===== src/rtl/bus_arbiter.sv =====
// Two-master arbiter for the shared serial system bus.
// Grants one master at a time. A grant is held until bus_done, until the owner withdraws its
// request, or until the activity watchdog expires. Every grant is followed by a one-cycle
// release gap.
// Optional feature macro: ROUND_ROBIN_EN.
//   Defined:   ties go to the master that was not granted last.
//   Undefined: master 1 always wins a tie.
module bus_arbiter #(
  parameter logic [7:0] TIMEOUT = 8'd200
) (
  input  logic clk,
  input  logic reset,
  input  logic m1_req,
  input  logic m2_req,
  input  logic bus_done,
  input  logic slave_ready,
  input  logic slave_valid,
  output logic m1_grant,
  output logic m2_grant,
  output logic mux_sel,
  output logic bus_busy,
  output logic timeout_err
);

  typedef enum logic [1:0] {StIdle, StGrant1, StGrant2, StRelease} state_e;

  state_e     state_q, state_d;
  logic [7:0] wd_q, wd_d;
  // last_q: 0 = master 1, 1 = master 2
  logic       last_q, last_d;
  logic       timeout_d;
  logic       m1_grant_d, m2_grant_d, mux_sel_d;

  logic activity;
  logic wd_expired;
  logic tie_to_m2;
  logic pick_m1, pick_m2;
  logic owner_req;

  assign activity   = slave_ready | slave_valid;
  assign wd_expired = !activity && (wd_q == (TIMEOUT - 8'd1));

  // Arbitration decision used from both IDLE and RELEASE.
  always_comb begin
`ifdef ROUND_ROBIN_EN
    tie_to_m2 = !last_q;
`else
    tie_to_m2 = 1'b0;
`endif
    pick_m1 = m1_req && !(m2_req && tie_to_m2);
    pick_m2 = m2_req && !pick_m1;
  end

  // Next-state, watchdog and next-output logic.
  always_comb begin
    state_d   = state_q;
    wd_d      = wd_q;
    last_d    = last_q;
    timeout_d = 1'b0;
    owner_req = (state_q == StGrant2) ? m2_req : m1_req;

    unique case (state_q)
      StIdle, StRelease: begin
        wd_d = 8'd0;
        if (pick_m1) begin
          state_d = StGrant1;
          last_d  = 1'b0;
        end else if (pick_m2) begin
          state_d = StGrant2;
          last_d  = 1'b1;
        end else begin
          state_d = StIdle;
        end
      end
      StGrant1, StGrant2: begin
        if (bus_done || !owner_req || wd_expired) begin
          state_d   = StRelease;
          // Only a pure watchdog exit is an error; bus_done wins a collision.
          timeout_d = wd_expired && !bus_done && owner_req;
        end else if (activity) begin
          wd_d = 8'd0;
        end else if (wd_q != 8'hff) begin
          wd_d = wd_q + 8'd1;
        end
      end
      default: state_d = StIdle;
    endcase

    m1_grant_d = (state_d == StGrant1);
    m2_grant_d = (state_d == StGrant2);
    // Steering holds its last value whenever no one owns the bus.
    if (m2_grant_d) begin
      mux_sel_d = 1'b1;
    end else if (m1_grant_d) begin
      mux_sel_d = 1'b0;
    end else begin
      mux_sel_d = mux_sel;
    end
  end

  // State and registered outputs.
  always_ff @(posedge clk) begin
    if (reset) begin
      state_q     <= StIdle;
      wd_q        <= 8'd0;
      last_q      <= 1'b1;
      m1_grant    <= 1'b0;
      m2_grant    <= 1'b0;
      mux_sel     <= 1'b0;
      bus_busy    <= 1'b0;
      timeout_err <= 1'b0;
    end else begin
      state_q     <= state_d;
      wd_q        <= wd_d;
      last_q      <= last_d;
      m1_grant    <= m1_grant_d;
      m2_grant    <= m2_grant_d;
      mux_sel     <= mux_sel_d;
      bus_busy    <= m1_grant_d | m2_grant_d;
      timeout_err <= timeout_d;
    end
  end

endmodule


===== config.mk =====
export PLATFORM = sky130hd
export DESIGN_NAME = bus_arbiter
export DESIGN_NICKNAME = d
export VERILOG_FILES = /design/src/rtl/bus_arbiter.sv
export SDC_FILE = /design/constraint.sdc
export NUM_CORES = 1
export LEC_CHECK = 0
export ABC_AREA = 0
export CORE_MARGIN = 2
export CORE_UTILIZATION = 46
export CTS_CLUSTER_DIAMETER = 80
export DETAILED_ROUTE_END_ITERATION = 8
export PLACE_DENSITY_LB_ADDON = 0.05
export SYNTH_ARGS = -nofsm -noshare
export SYNTH_HDL_FRONTEND = slang
export SYNTH_SLANG_ARGS = --single-unit

===== constraint.sdc =====
create_clock -name clk -period 1.99 [get_ports clk]
set_input_delay 0.398 -clock clk [delete_from_list [all_inputs] [get_ports clk]]
set_output_delay 0.398 -clock clk [all_outputs]
set_load 0.05 [all_outputs]

# After elaboration in Yosys (flattened, before gate mapping)
# Cells that the tools add are included.
# word_totals
output_inout_bits	5
word_cells	48
register_bits	15
input_bits	7
# op_classes
n_mux	11
n_addsub	1
eq_ne	9
bitwise	4
reduce_logical	16
# op_table
op	count
8-bit two-way mux	3
8-bit case mux with 2 select lines	1
8-bit by 1-bit adder with 8-bit output, second input constant	1
8-bit equality test, second input constant	1
8-bit inequality test, second input constant	1
2-bit equality test, second input constant	3
2-bit two-way mux	3
2-bit by 1-bit equality test with 1-bit output, second input constant	2
1-bit logical AND	4
1-bit logical NOT	4
2-bit case mux with 2 select lines	1
2-bit OR reduction	2
1-bit two-way mux	3
3-bit inequality test, second input constant	1
3-bit OR reduction	1
2-bit logical NOT	1
1-bit logical OR	2
2-bit inequality test, second input constant	1
1-bit inverter	2
1-bit bitwise OR	2
2-bit AND reduction	1
2-bit nonzero test	1

# Longest topological paths before layout
# Gate-level depths: netlist (run 1).
# logic_depth
depth_word	10
ltp_mapped	9
mapped_depth_nobuf	9

# Least setup slack after synthesis (run 1)
# Ideal clock, no wire load.
# synth_timing
path_type	reg2reg
start	reg state_q[0]
end	reg mux_sel
path_stages_with_launch	10
path_slack_ns	0.081
required_ns	1.862
setup_ns	0.128
period_less_slack_ns	1.909
path_buffers	0
arrival_time_ns	1.781
path_cell_list	dfxtp_1 -> inv_1 -> ha_1 -> mux2i_1 -> nor2_2 -> nand2_1 -> o31a_1 -> ha_1 -> mux2i_1 -> nor2_1
# synth_between
elab_chain_len	9
elab_cells_between_ends	16
cone_classes	5 x eq/ne; 4 x mux; 7 x reduce/logical
# synth_rtl
item	line_no	rtl
from (decl)	27	state_e state_q, state_d;
from (signal assigned)	104	state_q <= StIdle;
from (signal assigned)	113	state_q <= state_d;
2-bit equality test	60, 62	
1-bit two-way mux	60	owner_req = (state_q == StGrant2) ? m2_req : m1_req;
1-bit logical NOT	76	if (bus_done || !owner_req || wd_expired) begin
1-bit logical OR (2 in series)	76	
2-bit two-way mux	76	
2-bit case mux with 2 select lines *	62	unique case (state_q)
2-bit equality test / 2-bit by 1-bit equality test with 1-bit output (equally long branches)	90, 89	
1-bit two-way mux / 2-bit nonzero test (equally long branches)	-	
to (signal assigned)	118	mux_sel <= mux_sel_d;
to (decl)	20	output logic mux_sel,
# Mark *: on every way between the ends. The rest lies on a longest branch, timed or not.
# A chain may end at the register's enable or synchronous reset.

# Worst setup path after layout (run 1)
# Same ends and word-level chain as after synthesis.

==> results of run 1 <==
## worst max-delay path: cells and delay by family (launching register included)
kind / cells / cell delay, ns
AOI/OAI and AO/OA: 1 / 0.32
DFF: 1 / 0.34
adders and majority gates: 2 / 0.47
muxes: 2 / 0.31
buffers and inverters: 1 / 0.04
and+or+nand+nor: 3 / 0.26
## metrics by stage
stage / std cells / util, % / power, mW
floorplan: 88 / - / 0.584
global placement: 130 / 61.9 / 0.695
detailed placement: 130 / 61.9 / 0.698
CTS: 134 / 63.5 / 0.879
global route: 134 / 64.9 / 0.936
finish: 134 / 64.9 / 0.890
## power breakdown
group | switching (mW) | internal [mW]
clock | 0.104 | 0.0746
sequential | 0.00936 | 0.327
combinational | 0.203 | 0.171
## cells in the mapped netlist, types with 2 or more instances
cell,number
nor2_1,6
dfxtp_1,15
nand2b_1,3
a211oi_1,2
nor4_1,2
nand3_1,5
o21ai_0,4
ha_1,3
and3_1,3
inv_1,3
a311oi_1,3
o211ai_1,2
and4_1,2
nor3_1,3
a41oi_1,2
a31oi_1,2
mux2i_1,2
nand2_1,7
## cell families after synthesis
group                      Yosys count
and+or+nand+nor                     40
AOI/OAI and AO/OA                   23
DFF                                 15
adders and majority gates            3
muxes                                2
buffers and inverters                5
## path summary, 6_finish.rpt
kind,slack [ns],cells after the start,from,end
setup / recovery,0.11,9,state_q[0],mux_sel
hold / removal,0.52,2,mux_sel,mux_sel
setup reg to reg,0.11,9,state_q[0],mux_sel
hold reg to reg,0.52,2,mux_sel,mux_sel
## registers in the layout, summed over array words and instances (netlist names)
signal and count:
bus_busy 1, m1_grant 1, m2_grant 1, mux_sel 1
state_q 2, timeout_err 1, wd_q 8
## routing by layer
layer	GRT usage (%)	wire length (um)
met1	31.1	930
met3	2.78	113
met2	28.3	843
met5	0	0
met4	9.71	13
## what timing repair did
item / in CTS / in global routing
endpoints found under the hold margin: 0 / 0
setup endpoints to repair: 0 / 3
resized for setup: 0 / 5
## cell type report
type / instances / area (sq um) / area share (%)
Multi-Input combinational cell: 68 / 504 / 46.0
Sequential cell: 15 / 302 / 27.5
Timing Repair Buffer: 27 / 230 / 21.0
Clock buffer: 3 / 22.5 / 2.05
Tap cell: 17 / 21.3 / 1.94
Inverter: 3 / 11.3 / 1.03
Clock inverter: 1 / 5.00 / 0.457
==> impl_metrics.csv, run 1 <==
group,metric,value,unit
outcome,status,"completed",
grt,grt_pass1_wl,3130,um
timing,hold_ws,0.516,ns
clock_network,h-tree-depth,1,
flow_run,maxCapViolations,0,
synthesis,synth.area.top_cells,"dfxtp_1, ha_1, a2bb2oi_4, nand2_1, a311oi_1",
worst_setup_path,endpoint_kind,"flop",
worst_setup_path,critical_path_class,"reg -> reg",
route,routed_via_density,5.81,
placement,io_buffers,11,
synthesis,ys_types,37,
clock_network,postCtsSetupRepairBufs,0,
final_layout,mostFrequentLayoutCells,"buf_4, dfxtp_1, clkdlybuf4s50_1",
synthesis,synthDominantCellAreaShare,37.2,%
worst_setup_path,required,2.15,ns
synthesis,synthesis.nets,98,
synthesis,synth_top_family_by_area,"simple AND/OR/NAND/NOR gates",
floorplanning,start_util,47.9,%
timing,report.final.slew_viol_count,0,
clock_network,clk_pin_slew_worst_paths,0.09,ns
route,ant_nets,0,
synthesis,synth_edf_count,0,
placement,place_congestion,0.820,
final_layout,fillers,139,
floorplanning,num_io_pins,12,
timing,fin_tns_setup,0,ns
worst_setup_path,cp-start-kind,"flop",
timing,final-hold-violation-count,0,
synthesis,yosys.area.top_type,"dfxtp_1",
final_layout,layout-drive-gt1-share,28.2,%
synthesis,yosysSeqAreaShare,37.2,%
hold_path,min_path_type,"reg -> reg",
power_and_ir_drop,leakagePower,0.425,nW
final_layout,final_area,0.00110,sq mm
floorplanning,die_x,45.9,um
grt,overflow,0,
worst_setup_path,crit_chain,"inv_1 -> ha_1 -> mux2i_1 -> nor2_2 -> nand2_2 -> o31a_1 -> ha_4 -> mux2i_1 -> nor2_1",
route,drt_wl_total,1900,um
synthesis,synth_fa_ha_area_share,4.64,%
synthesis,synth_area_per_cell,9.18,sq um
placement,place_hpwl,1380,um
synthesis,synth-simple-area-share,28.9,%
final_layout,nets,128,
synthesis,synth.area.mux_share,2.48,%
clock_network,cts_buffers,3,
worst_setup_path,crit_fanout,3,
grt,track_usage,20.6,%
clock_network,cts_hold_buf,0,
timing,period_share,94.2,%
clock_network,clkLatencyLatePin,0.28,ns
route,first_pass_iters,5,
timing,relSlewSlack,66.3,%
worst_setup_path,critPathArrivalTime,2.04,ns
floorplanning,rows,15,
route,drc,0,
timing,rsz0062_at_grt,"no",
floorplanning,die_area,0.00211,sq mm
power_and_ir_drop,powerDensity,812,mW/mm^2
clock_network,clock-sinks,15,
synthesis,async_reset_ff_share,0,%
clock_network,tritoncts,"yes",
route,routed-via-count,779,
grt,grt_max_degree,14,
timing,finClkSkew,0.00339,ns
worst_setup_path,slowest_stage,"dfxtp_2",
floorplanning,die_h,45.9,um
synthesis,syn_area,808,sq um
synthesis,synthXorXnorAreaFrac,0,%
grt,antenna_found_initial,0,
synthesis,syn_inst,88,
floorplanning,core-area,0.00169,sq mm
power_and_ir_drop,vdd_drop_max,0.661,mV
route,wl_per_cell,14.2,um
final_layout,area_growth,35.6,%
final_layout,diodes,0,
timing,max_slew.worst_pin.slew,0.504,ns
route,drtIter0Drc,23,
placement,postPlaceCellArea,0.00104,sq mm
worst_setup_path,critical-path-max-stage-delay,0.34,ns
clock_network,root_buffer,"clkbuf_4",
timing,final.min_clock_period,1.88,ns
clock_network,cts.path.max_buffers,2,
grt,grt_pass1_vias,706,
timing,worst_slack,0.115,ns
final_layout,final_common_cell,"buf_4",
placement,pre_cts_ws,-0.160,ns
synthesis,synth_compound_area_share,23.5,%
timing,setup_violations,0,
synthesis,synth_flop_cell,"dfxtp_1",
timing,max_freq,533,MHz
synthesis,synth-seq-cells,15,
worst_setup_path,crit_top_cell,"mux2i_1",
synthesis,synth_warnings,0,
(Power assumes the default switching activity.)
==> inputs of run 2 (changes only) <==
--- a/config.mk
+++ b/config.mk
@@ -6,8 +6,10 @@
 export NUM_CORES = 1
 export LEC_CHECK = 0
 export ABC_AREA = 0
+export CELL_PAD_IN_SITES_DETAIL_PLACEMENT = 1
+export CELL_PAD_IN_SITES_GLOBAL_PLACEMENT = 2
 export CORE_MARGIN = 2
-export CORE_UTILIZATION = 46
+export CORE_UTILIZATION = 28
 export CTS_CLUSTER_DIAMETER = 80
 export DETAILED_ROUTE_END_ITERATION = 8
 export PLACE_DENSITY_LB_ADDON = 0.05
==> impl_metrics.csv, run 2 (synthesis gave the netlist of run 1 again) <==
group,metric,value,unit
outcome,status,"completed",
clock_network,clock-sinks,15,
timing,finClkSkew,0.00676,ns
final_layout,nets,128,
timing,setup_violations,0,
worst_setup_path,required,2.17,ns
floorplanning,die_area,0.00333,sq mm
route,first_pass_iters,4,
final_layout,post-route-util,40.3,%
placement,pre_cts_ws,-0.167,ns
worst_setup_path,cp_top_family,"adder cells",
final_layout,mostFrequentLayoutCells,"buf_4, dfxtp_1, clkdlybuf4s50_1",
floorplanning,start_util,29.3,%
clock_network,cts_hold_buf,0,
placement,post-place-cells,143,
hold_path,min_path_type,"reg -> reg",
route,drt_wl_total,2210,um
floorplanning,core-area,0.00276,sq mm
timing,final.min_clock_period,1.92,ns
grt,antenna_found_initial,0,
timing,final-hold-violation-count,0,
worst_setup_path,cp-start-kind,"flop",
final_layout,largestRegisters,"wd_q (8), state_q (2)",
power_and_ir_drop,finalPower,911,uW
timing,relSlewSlack,66.3,%
worst_setup_path,cp.buffers_inverters,1,
timing,worst_slack,0.0729,ns
worst_setup_path,slowest_stage,"dfxtp_2",
power_and_ir_drop,powerDensity,819,mW/mm^2
final_layout,fin_cells,148,
clock_network,cts.path.max_buffers,2,
power_and_ir_drop,power.internal,585,uW
route,drtIter0Drc,18,
final_layout,layout-drive-gt1-share,27.4,%
clock_network,clkLatencyLatePin,0.29,ns
timing,max_slew.worst_pin.slew,0.504,ns
timing,period_share,96.3,%
grt,track_usage,14.5,%
worst_setup_path,crit_chain,"inv_1 -> ha_1 -> mux2i_1 -> nor2_2 -> nand2_2 -> o31a_1 -> ha_4 -> mux2i_1 -> nor2_1",
final_layout,final_area,0.00111,sq mm
final_layout,final_common_cell,"buf_4",
final_layout,seq_area,302,sq um
placement,postPlaceCellArea,0.00105,sq mm
route,wl_per_cell,14.9,um
power_and_ir_drop,vdd_drop_max,0.459,mV
final_layout,largest_register,"wd_q",
clock_network,clk_pin_slew_worst_paths,0.09,ns
final_layout,fillers,335,
worst_setup_path,critPathArrivalTime,2.10,ns
worst_setup_path,endpoint_kind,"flop",
placement,place_congestion,0.769,
timing,max_freq,522,MHz
worst_setup_path,critical-path-max-stage-delay,0.35,ns
power_and_ir_drop,seq_power_share,37.0,%
grt,overflow,0,
route,ant_nets,0,
floorplanning,die_h,57.7,um
grt,grt_pass1_wl,3640,um
power_and_ir_drop,switchingPower,326,uW
final_layout,area_growth,37.6,%
grt,grt_max_degree,16,
clock_network,root_buffer,"clkbuf_4",
floorplanning,die_x,57.7,um
worst_setup_path,critical_path_class,"reg -> reg",
power_and_ir_drop,p_sw_share,35.8,%
clock_network,h-tree-depth,1,
placement,place_hpwl,1690,um
grt,grt_pass1_vias,735,
clock_network,cts_buffers,3,
timing,fin_tns_setup,0,ns
route,routed-via-count,782,
floorplanning,rows,19,
worst_setup_path,crit_top_cell,"mux2i_1",
power_and_ir_drop,p_clk_share,20.2,%
worst_setup_path,crit_fanout,3,
flow_run,maxCapViolations,0,
final_layout,multiInputGateArea,504,sq um
clock_network,tritoncts,"yes",
route,routed_via_density,5.28,
final_layout,diodes,0,
power_and_ir_drop,p_comb_share,42.8,%
placement,io_buffers,11,
timing,report.final.slew_viol_count,0,
power_and_ir_drop,leakagePower,0.417,nW
timing,hold_ws,0.523,ns
floorplanning,num_io_pins,12,
final_layout,largest_reg_flops,8,
route,drc,0,
-- run 2: cell count changes in the layout (fill, tap and decap cells not counted), sizes merged --
cell    change
clkbuf      +1
clkinv      -1
-- run 2: layer usage --
| layer | global-route usage, % | vias to the layer above | routed length [um] |
|---|---|---|---|
| li1 | - | 390 | - |
| met1 | 21.5 | 372 | 1120 |
| met2 | 19.8 | 18 | 935 |
| met3 | 3.13 | 2 | 134 |
| met4 | 6.98 | 0 | 18 |
| met5 | 0 | - | 0 |
-- run 2: repair_timing --
item	CTS	global route
setup buffers	0	1
endpoints found under the setup margin	1	2
pin swaps	0	2
endpoints found under the hold margin	0	0
resized for setup	1	4
-- run 2: cell type report --
class / instances / area share [%]
timing repair buffer: 27 / 20.7
sequential: 15 / 27.1
clock buffer: 4 / 2.36
tap: 31 / 3.49
multi-input combinational: 68 / 45.3
inverter: 3 / 1.01
-- run 2: worst reg2reg max path: stages (launching register included) --
cell and delay (ns):
dfxtp_2 0.35, inv_1 0.04, ha_1 0.20, mux2i_1 0.14, nor2_2 0.16, nand2_2 0.09
o31a_1 0.33, ha_4 0.29, mux2i_1 0.17, nor2_1 0.05
-- run 2: worst paths after layout --
| check | startpoint | cells after the start | to | slack [ns] |
|---|---|---|---|---|
| worst max-delay path | state_q[0] | 9 | mux_sel | 0.07 |
| worst min-delay path | mux_sel | 2 | mux_sel | 0.52 |
| worst max register to register | state_q[0] | 9 | mux_sel | 0.07 |
| worst min register to register | mux_sel | 2 | mux_sel | 0.52 |
-- run 2: power by group through the flow --
stage	Sequential [mW]	Clock, mW	Combinational [mW]
5_1_grt	0.342	0.206	0.421
4_1_cts	0.337	0.194	0.365
2_1_floorplan	0.407	0	0.178
3_5_place_dp	0.344	0	0.364
3_3_place_gp	0.344	0	0.363
6_report	0.337	0.184	0.390
==> inputs of run 3 (changes only) <==
--- a/config.mk
+++ b/config.mk
@@ -9,7 +9,8 @@
 export CELL_PAD_IN_SITES_DETAIL_PLACEMENT = 1
 export CELL_PAD_IN_SITES_GLOBAL_PLACEMENT = 2
 export CORE_MARGIN = 2
-export CORE_UTILIZATION = 28
+export CORE_UTILIZATION = 30
+export CTS_BUF_LIST = sky130_fd_sc_hd__clkbuf_2 sky130_fd_sc_hd__clkbuf_4 sky130_fd_sc_hd__clkbuf_8
 export CTS_CLUSTER_DIAMETER = 80
 export DETAILED_ROUTE_END_ITERATION = 8
 export PLACE_DENSITY_LB_ADDON = 0.05
==> impl_metrics.csv, run 3 (synthesis gave the netlist of run 1 again) <==
group,metric,value,unit
outcome,status,"completed",
grt,antenna_found_initial,0,
final_layout,seq_area,302,sq um
worst_setup_path,cp.buffers_inverters,1,
power_and_ir_drop,powerDensity,801,mW/mm^2
final_layout,largest_reg_flops,8,
worst_setup_path,critical_path_class,"reg -> reg",
placement,post-place-cells,147,
clock_network,h-tree-depth,1,
worst_setup_path,cp-start-kind,"flop",
worst_setup_path,crit_fanout,3,
grt,grt_max_degree,10,
route,first_pass_iters,3,
timing,hold_ws,0.519,ns
timing,max_freq,530,MHz
timing,final.min_clock_period,1.89,ns
worst_setup_path,critical-path-max-stage-delay,0.34,ns
clock_network,clk_pin_slew_worst_paths,0.10,ns
route,routed-via-count,774,
timing,final-hold-violation-count,0,
flow_run,maxCapViolations,0,
final_layout,final_common_cell,"buf_4",
power_and_ir_drop,vdd_drop_max,0.430,mV
final_layout,nets,133,
final_layout,largestRegisters,"wd_q (8), state_q (2)",
timing,finClkSkew,0.00240,ns
final_layout,mostFrequentLayoutCells,"buf_4, dfxtp_1, clkdlybuf4s50_1",
timing,worst_slack,0.102,ns
floorplanning,die_area,0.00313,sq mm
power_and_ir_drop,finalPower,924,uW
worst_setup_path,setup.worst_path.start,"state_q[0]",
placement,pre_cts_ws,-0.197,ns
floorplanning,die_x,55.9,um
worst_setup_path,r2r_cells,9,
worst_setup_path,r2r_start,"state_q[0]",
final_layout,post-route-util,45.7,%
route,routed_via_density,5.09,
floorplanning,core-area,0.00252,sq mm
power_and_ir_drop,leakagePower,0.451,nW
worst_setup_path,crit_top_cell,"mux2i_1",
clock_network,clkLatencyLatePin,0.29,ns
clock_network,clock-sinks,15,
timing,report.final.slew_viol_count,0,
clock_network,cts_buffers,3,
final_layout,fillers,314,
final_layout,final_area,0.00115,sq mm
hold_path,min_path_type,"reg -> reg",
worst_setup_path,endpoint_kind,"flop",
timing,fin_tns_setup,0,ns
route,drc,0,
final_layout,fin_cells,152,
route,wl_per_cell,15.3,um
worst_setup_path,cp_top_family,"adder cells",
placement,io_buffers,11,
hold_path,holdPathStages,2,
placement,postPlaceCellArea,0.00109,sq mm
grt,overflow,0,
placement,place_congestion,0.736,
floorplanning,start_util,32.0,%
final_layout,largest_register,"wd_q",
final_layout,diodes,0,
floorplanning,die_h,55.9,um
worst_setup_path,slowest_stage,"dfxtp_2",
hold_path,hp-start,"mux_sel",
clock_network,root_buffer,"clkbuf_4",
final_layout,area_growth,42.7,%
route,drt_wl_total,2320,um
timing,max_slew.worst_pin.slew,0.501,ns
timing,period_share,94.9,%
grt,track_usage,16.4,%
grt,grt_pass1_vias,836,
floorplanning,rows,18,
route,ant_nets,0,
clock_network,cts_hold_buf,0,
floorplanning,num_io_pins,12,
timing,setup_violations,0,
worst_setup_path,crit_chain,"inv_1 -> ha_1 -> mux2i_1 -> nor2_2 -> nand2_2 -> o31a_1 -> ha_4 -> mux2i_1 -> nor2_1",
clock_network,cts.path.max_buffers,2,
final_layout,multiInputGateArea,508,sq um
placement,place_hpwl,1790,um
worst_setup_path,required,2.19,ns
worst_setup_path,critPathArrivalTime,2.08,ns
timing,relSlewSlack,66.5,%
route,drtIter0Drc,10,
worst_setup_path,crit_cells,9,
grt,grt_pass1_wl,3930,um
final_layout,layout-drive-gt1-share,30.3,%
clock_network,tritoncts,"yes",
-- run 3: cell types whose count changed in the layout (fill, tap and decap cells not counted), sizes merged --
cell	before	now
clkbuf	4	3
buf	16	21
clkinv	0	1
-- run 3: worst register-to-register path: stages (launching register included) --
cell	delay, ns
dfxtp_2	0.34
inv_1	0.05
ha_1	0.19
mux2i_1	0.14
nor2_2	0.14
nand2_2	0.09
o31a_1	0.33
ha_4	0.29
mux2i_1	0.18
nor2_1	0.05
-- run 3: path summary, 6_finish.rpt --
| kind | to | slack [ns] |
|---|---|---|
| worst max-delay path | mux_sel | 0.10 |
| worst min-delay path | mux_sel | 0.52 |
| worst max register to register | mux_sel | 0.10 |
| worst min register to register | mux_sel | 0.52 |
-- run 3: area by class of cell --
| type | count | share of cell area, % |
|---|---|---|
| inverters | 3 | 0.976 |
| well taps | 30 | 3.25 |
| clock inverters | 1 | 0.434 |
| multi-input cells | 68 | 44.0 |
| flip-flops and latches | 15 | 26.1 |
| clock buffers | 3 | 1.95 |
| repair buffers | 32 | 23.2 |
-- run 3: metal layers --
metal,global-route usage (%),wire [um],up-vias
met4,3.06,0,0
met3,4.88,76,0
met2,29.3,1160,11
li1,-,-,402
met5,0,0,-
met1,19.5,1080,361
-- run 3: timing repair --
action	4_1_cts	5_1_grt
setup buffers	0	1
gates resized for setup	0	5
setup endpoints to repair	0	3
-- run 3: where the power goes --
| part | switching, mW | internal [mW] | total [mW] |
|---|---|---|---|
| combinational | 0.218 | 0.185 | 0.403 |
| clock | 0.109 | 0.0748 | 0.184 |
| sequential | 0.00986 | 0.327 | 0.337 |
==> variant 1, RTL diff (flow settings as in run 2) <==
Register the output `timeout_err` once more, cleared by the reset; this adds one clock of latency there. The other outputs are not delayed to match.
--- a/src/rtl/bus_arbiter.sv
+++ b/src/rtl/bus_arbiter.sv
@@ -24,4 +24,6 @@
 
   typedef enum logic [1:0] {StIdle, StGrant1, StGrant2, StRelease} state_e;
+
+  logic timeout_err_s0;
 
   state_e     state_q, state_d;
@@ -109,5 +111,5 @@
       mux_sel     <= 1'b0;
       bus_busy    <= 1'b0;
-      timeout_err <= 1'b0;
+      timeout_err_s0 <= 1'b0;
     end else begin
       state_q     <= state_d;
@@ -118,5 +120,13 @@
       mux_sel     <= mux_sel_d;
       bus_busy    <= m1_grant_d | m2_grant_d;
-      timeout_err <= timeout_d;
+      timeout_err_s0 <= timeout_d;
+    end
+  end
+
+  always_ff @(posedge clk) begin
+    if (reset) begin
+      timeout_err <= '0;
+    end else begin
+      timeout_err <= timeout_err_s0;
     end
   end
Behaviour: no difference found for any inputs over 10 cycles, from zero or initial values and one cycle with reset high; that may be too few to reach the edited logic, so the function may still have changed.
==> variant 1 against run 2 <==
  * The run now ends with setup timing left
  * Setup slack got worse by 0.18 ns
  * Worst hold slack got worse by 0.060 ns
  * Global-route usage rose by 2.2 points
  * Wire length rose by 21%
  * Synthesized area rose by 12%
  * Highest routed layer unchanged
  * Sequential cell count rose by 1
  * Cell count rose by 22%
  * Total power rose by 5.9%
  * Combinational power fell by 2%
  * Cell area rose by 16%
==> variant 1: results (changes against run 2) <==
| Metric | Value |
|---|---|
| Switching Share | `35.27% (-0.52 points)` |
| Vias in the first global route | `901 (+23%)` |
| Violated checks | `setup timing` |
| Wire length on met2 | `1155 um (+24%)` |
| Placed Cells | `175 (+22%)` |
| Outcome | `finished, violations left` |
| Slew margin rel. | `66.23% (-0.080 points)` |
| First-pass GRT wire length | `4450 um (+22%)` |
| Post-synthesis cell type count | `39 (+5.4%)` |
| Critical Path AT | `2.29 ns (+0.19 ns)` |
| Initial drt markers | `39 (+21)` |
| R2R depth | `6 (-3)` |
| Setup_tns | `-0.1066 ns (-0.1066 ns)` |
| Met3 Use GR | `1.919% (-1.2 points)` |
| Largest cells by area after synthesis | `dfxtp_1 35%, nor2_1 5.4%, ha_1 4.1%, a211oi_1 3.3%, nand2_1 3.3%` |
| Crit-path max FO | `2 (-1)` |
| Total power | `965.0 uW (+5.9%)` |
| Final setup fails | `1 (+1)` |
| Slowest-stage cell, CP | `or4_4` |
| Gate power share | `39.5% (-3.3 points)` |
| Post-synthesis mux area share | `2.213% (-0.26 points)` |
| Largest net degree at the start of global routing | `19 (+3)` |
| Hold Crit Endpoint | `timeout_err` |
| Syn_nets | `113 (+15%)` |
| CP max stage delay | `0.52 ns (+0.17 ns)` |
| Grt met1 use | `24.58% (+3.1 points)` |
| Met2 Resource Use GR | `24.58% (+4.8 points)` |
| Worst setup margin | `-0.1066 ns (-0.1795 ns)` |
| Worst path top cell family by delay | `simple AND/OR/NAND/NOR gates` |
| Hold Startpoint | `timeout_err_s0` |
| HPWL after detailed placement | `2086 um (+23%)` |
| Vias per inst | `5.122 (-3.1%)` |
| Register area share after synthesis | `35.41% (-1.7 points)` |
| Post-layout net count | `147 (+15%)` |
| Peak supply drop | `343.4 uV (-25%)` |
## variant 1: changes by cell type after synthesis, moves of 2 or more
cell | before | now
nor2_1 | 6 | 13
clkbuf_1 | 1 | 5
a311oi_1 | 3 | 0
nand3b_1 | 0 | 3
a211oi_1 | 2 | 4
a41oi_1 | 2 | 0
nor4_1 | 2 | 0
o21ai_0 | 4 | 2
o22ai_1 | 0 | 2
o32ai_1 | 0 | 2
o41ai_1 | 0 | 2
or4_4 | 0 | 2
## variant 1: area by class of cell
class / instances / area [um2] / area share, %
multi-input cells: 77 / 569.3 / 44.26
flip-flops and latches: 16 / 322.8 / 25.10
repair buffers: 35 / 287.8 / 22.37
well taps: 44 / 55.05 / 4.280
clock buffers: 4 / 36.28 / 2.821
inverters: 4 / 15.01 / 1.167
## variant 1: timing repair
action                     4_1_cts  5_1_grt
setup endpoints to repair        8        7
hold buffers                     0        0
pin swaps                        0        1
resized for setup                5        2
buffers inserted                 1        0
==> variant 2, RTL diff (settings of run 2) <==
Made on the original files. The option `ROUND_ROBIN_EN` is turned on by a define.
--- a/src/rtl/bus_arbiter.sv
+++ b/src/rtl/bus_arbiter.sv
@@ -6,4 +6,6 @@
 //   Defined:   ties go to the master that was not granted last.
 //   Undefined: master 1 always wins a tie.
+`define ROUND_ROBIN_EN
+
 module bus_arbiter #(
   parameter logic [7:0] TIMEOUT = 8'd200
Formal check against the unedited RTL: not equivalent (Yosys sat finds a counterexample within 4 cycles, from zero or initial values and one cycle with reset high).
==> variant 2 against run 2 <==
  * Global-route usage is 1.3 points higher
  * Setup slack worse by 0.049 ns
  * Wire length is 12% higher
  * Cell count is 11% higher
  * Die area is 6.0% higher
  * Sequential share of layout area is 2.5 points lower
  * Core utilization is 3.7 points higher
  * Total power is 39% higher
  * Cell area is 18% higher
  * Synthesized area is 6.5% higher
  * Sequential cell count is 1 higher
  * Fmax is 2.5% lower
  * Critical endpoint unchanged
  * Largest power group unchanged
==> variant 2: results (changes against run 2) <==
| Metric | Value |
|---|---|
| Largest net degree at the start of global routing | `13 (-3)` |
| WHS | `0.5277 ns (+0.004547 ns)` |
| Grt met1 use | `21.72% (+0.20 points)` |
| Leak | `0.0004791 uW (+15%)` |
| Post-layout net count | `144 (+13%)` |
| Slowest-stage cell, CP | `clkdlybuf4s50_1` |
| CP max stage delay | `0.51 ns (+0.16 ns)` |
| #MultiIn Comb | `71 (+4.4%)` |
| Inverters | `6 (+3)` |
| Met2 Resource Use GR | `24.33% (+4.5 points)` |
| Int Pwr | `794.2 uW (+36%)` |
| Place WS | `-0.4156 ns (-0.2484 ns)` |
| Vias in the first global route | `904 (+23%)` |
| Post-synthesis cell type count | `34 (-8.1%)` |
| Register area share after synthesis | `37.21% (+0.058 points)` |
| Seq Cell Count | `16 (+1)` |
| Outcome | `finished, final reports clean` |
| Fraction of layout cells with a size suffix above 1 | `37.12% (+9.8 points)` |
| Layout non-clock buf frac | `22.14% (+1.4 points)` |
| Post-synthesis compound-gate area fraction | `23.84% (+0.31 points)` |
| Site row count | `20 (+1)` |
| Fraction of area in multi-input gates | `45.32% (about the same)` |
| Syn Area/Cell | `9.061 um2 (-1.3%)` |
| Routability Congestion | `0.7324 (-4.8%)` |
| GRT Overall Usage | `15.85% (+1.3 points)` |
| Final clock-cell share | `2.767% (+0.40 points)` |
| Met1 wire length | `1244 um (+11%)` |
| Clk_skew | `0.007914 ns (+0.001154 ns)` |
## variant 2: power groups by stage
stage / combinational [uW] / sequential, uW / clock [uW]
floorplan: 246 / 476 / 0
global placement: 535 / 391 / 0
detailed placement: 536 / 394 / 0
CTS: 540 / 390 / 235
global route: 698 / 395 / 254
finish: 642 / 389 / 232
## variant 2: worst max-delay path: cells and delay by family
kind / cells / cell delay, ns
AND/OR/NAND/NOR: 2 / 0.42
adder cells (fa/ha/maj): 1 / 0.27
AO/OA/AOI/OAI: 1 / 0.24
buffers and inverters: 2 / 0.58
multiplexers: 2 / 0.27
## variant 2: what timing repair did
| item | in CTS | in global routing |
|---|---|---|
| gates cloned | 0 | 0 |
| resized for setup | 3 | 8 |
| setup buffers | 0 | 4 |
| endpoints found under the setup margin | 1 | 3 |
| pin swaps | 0 | 1 |
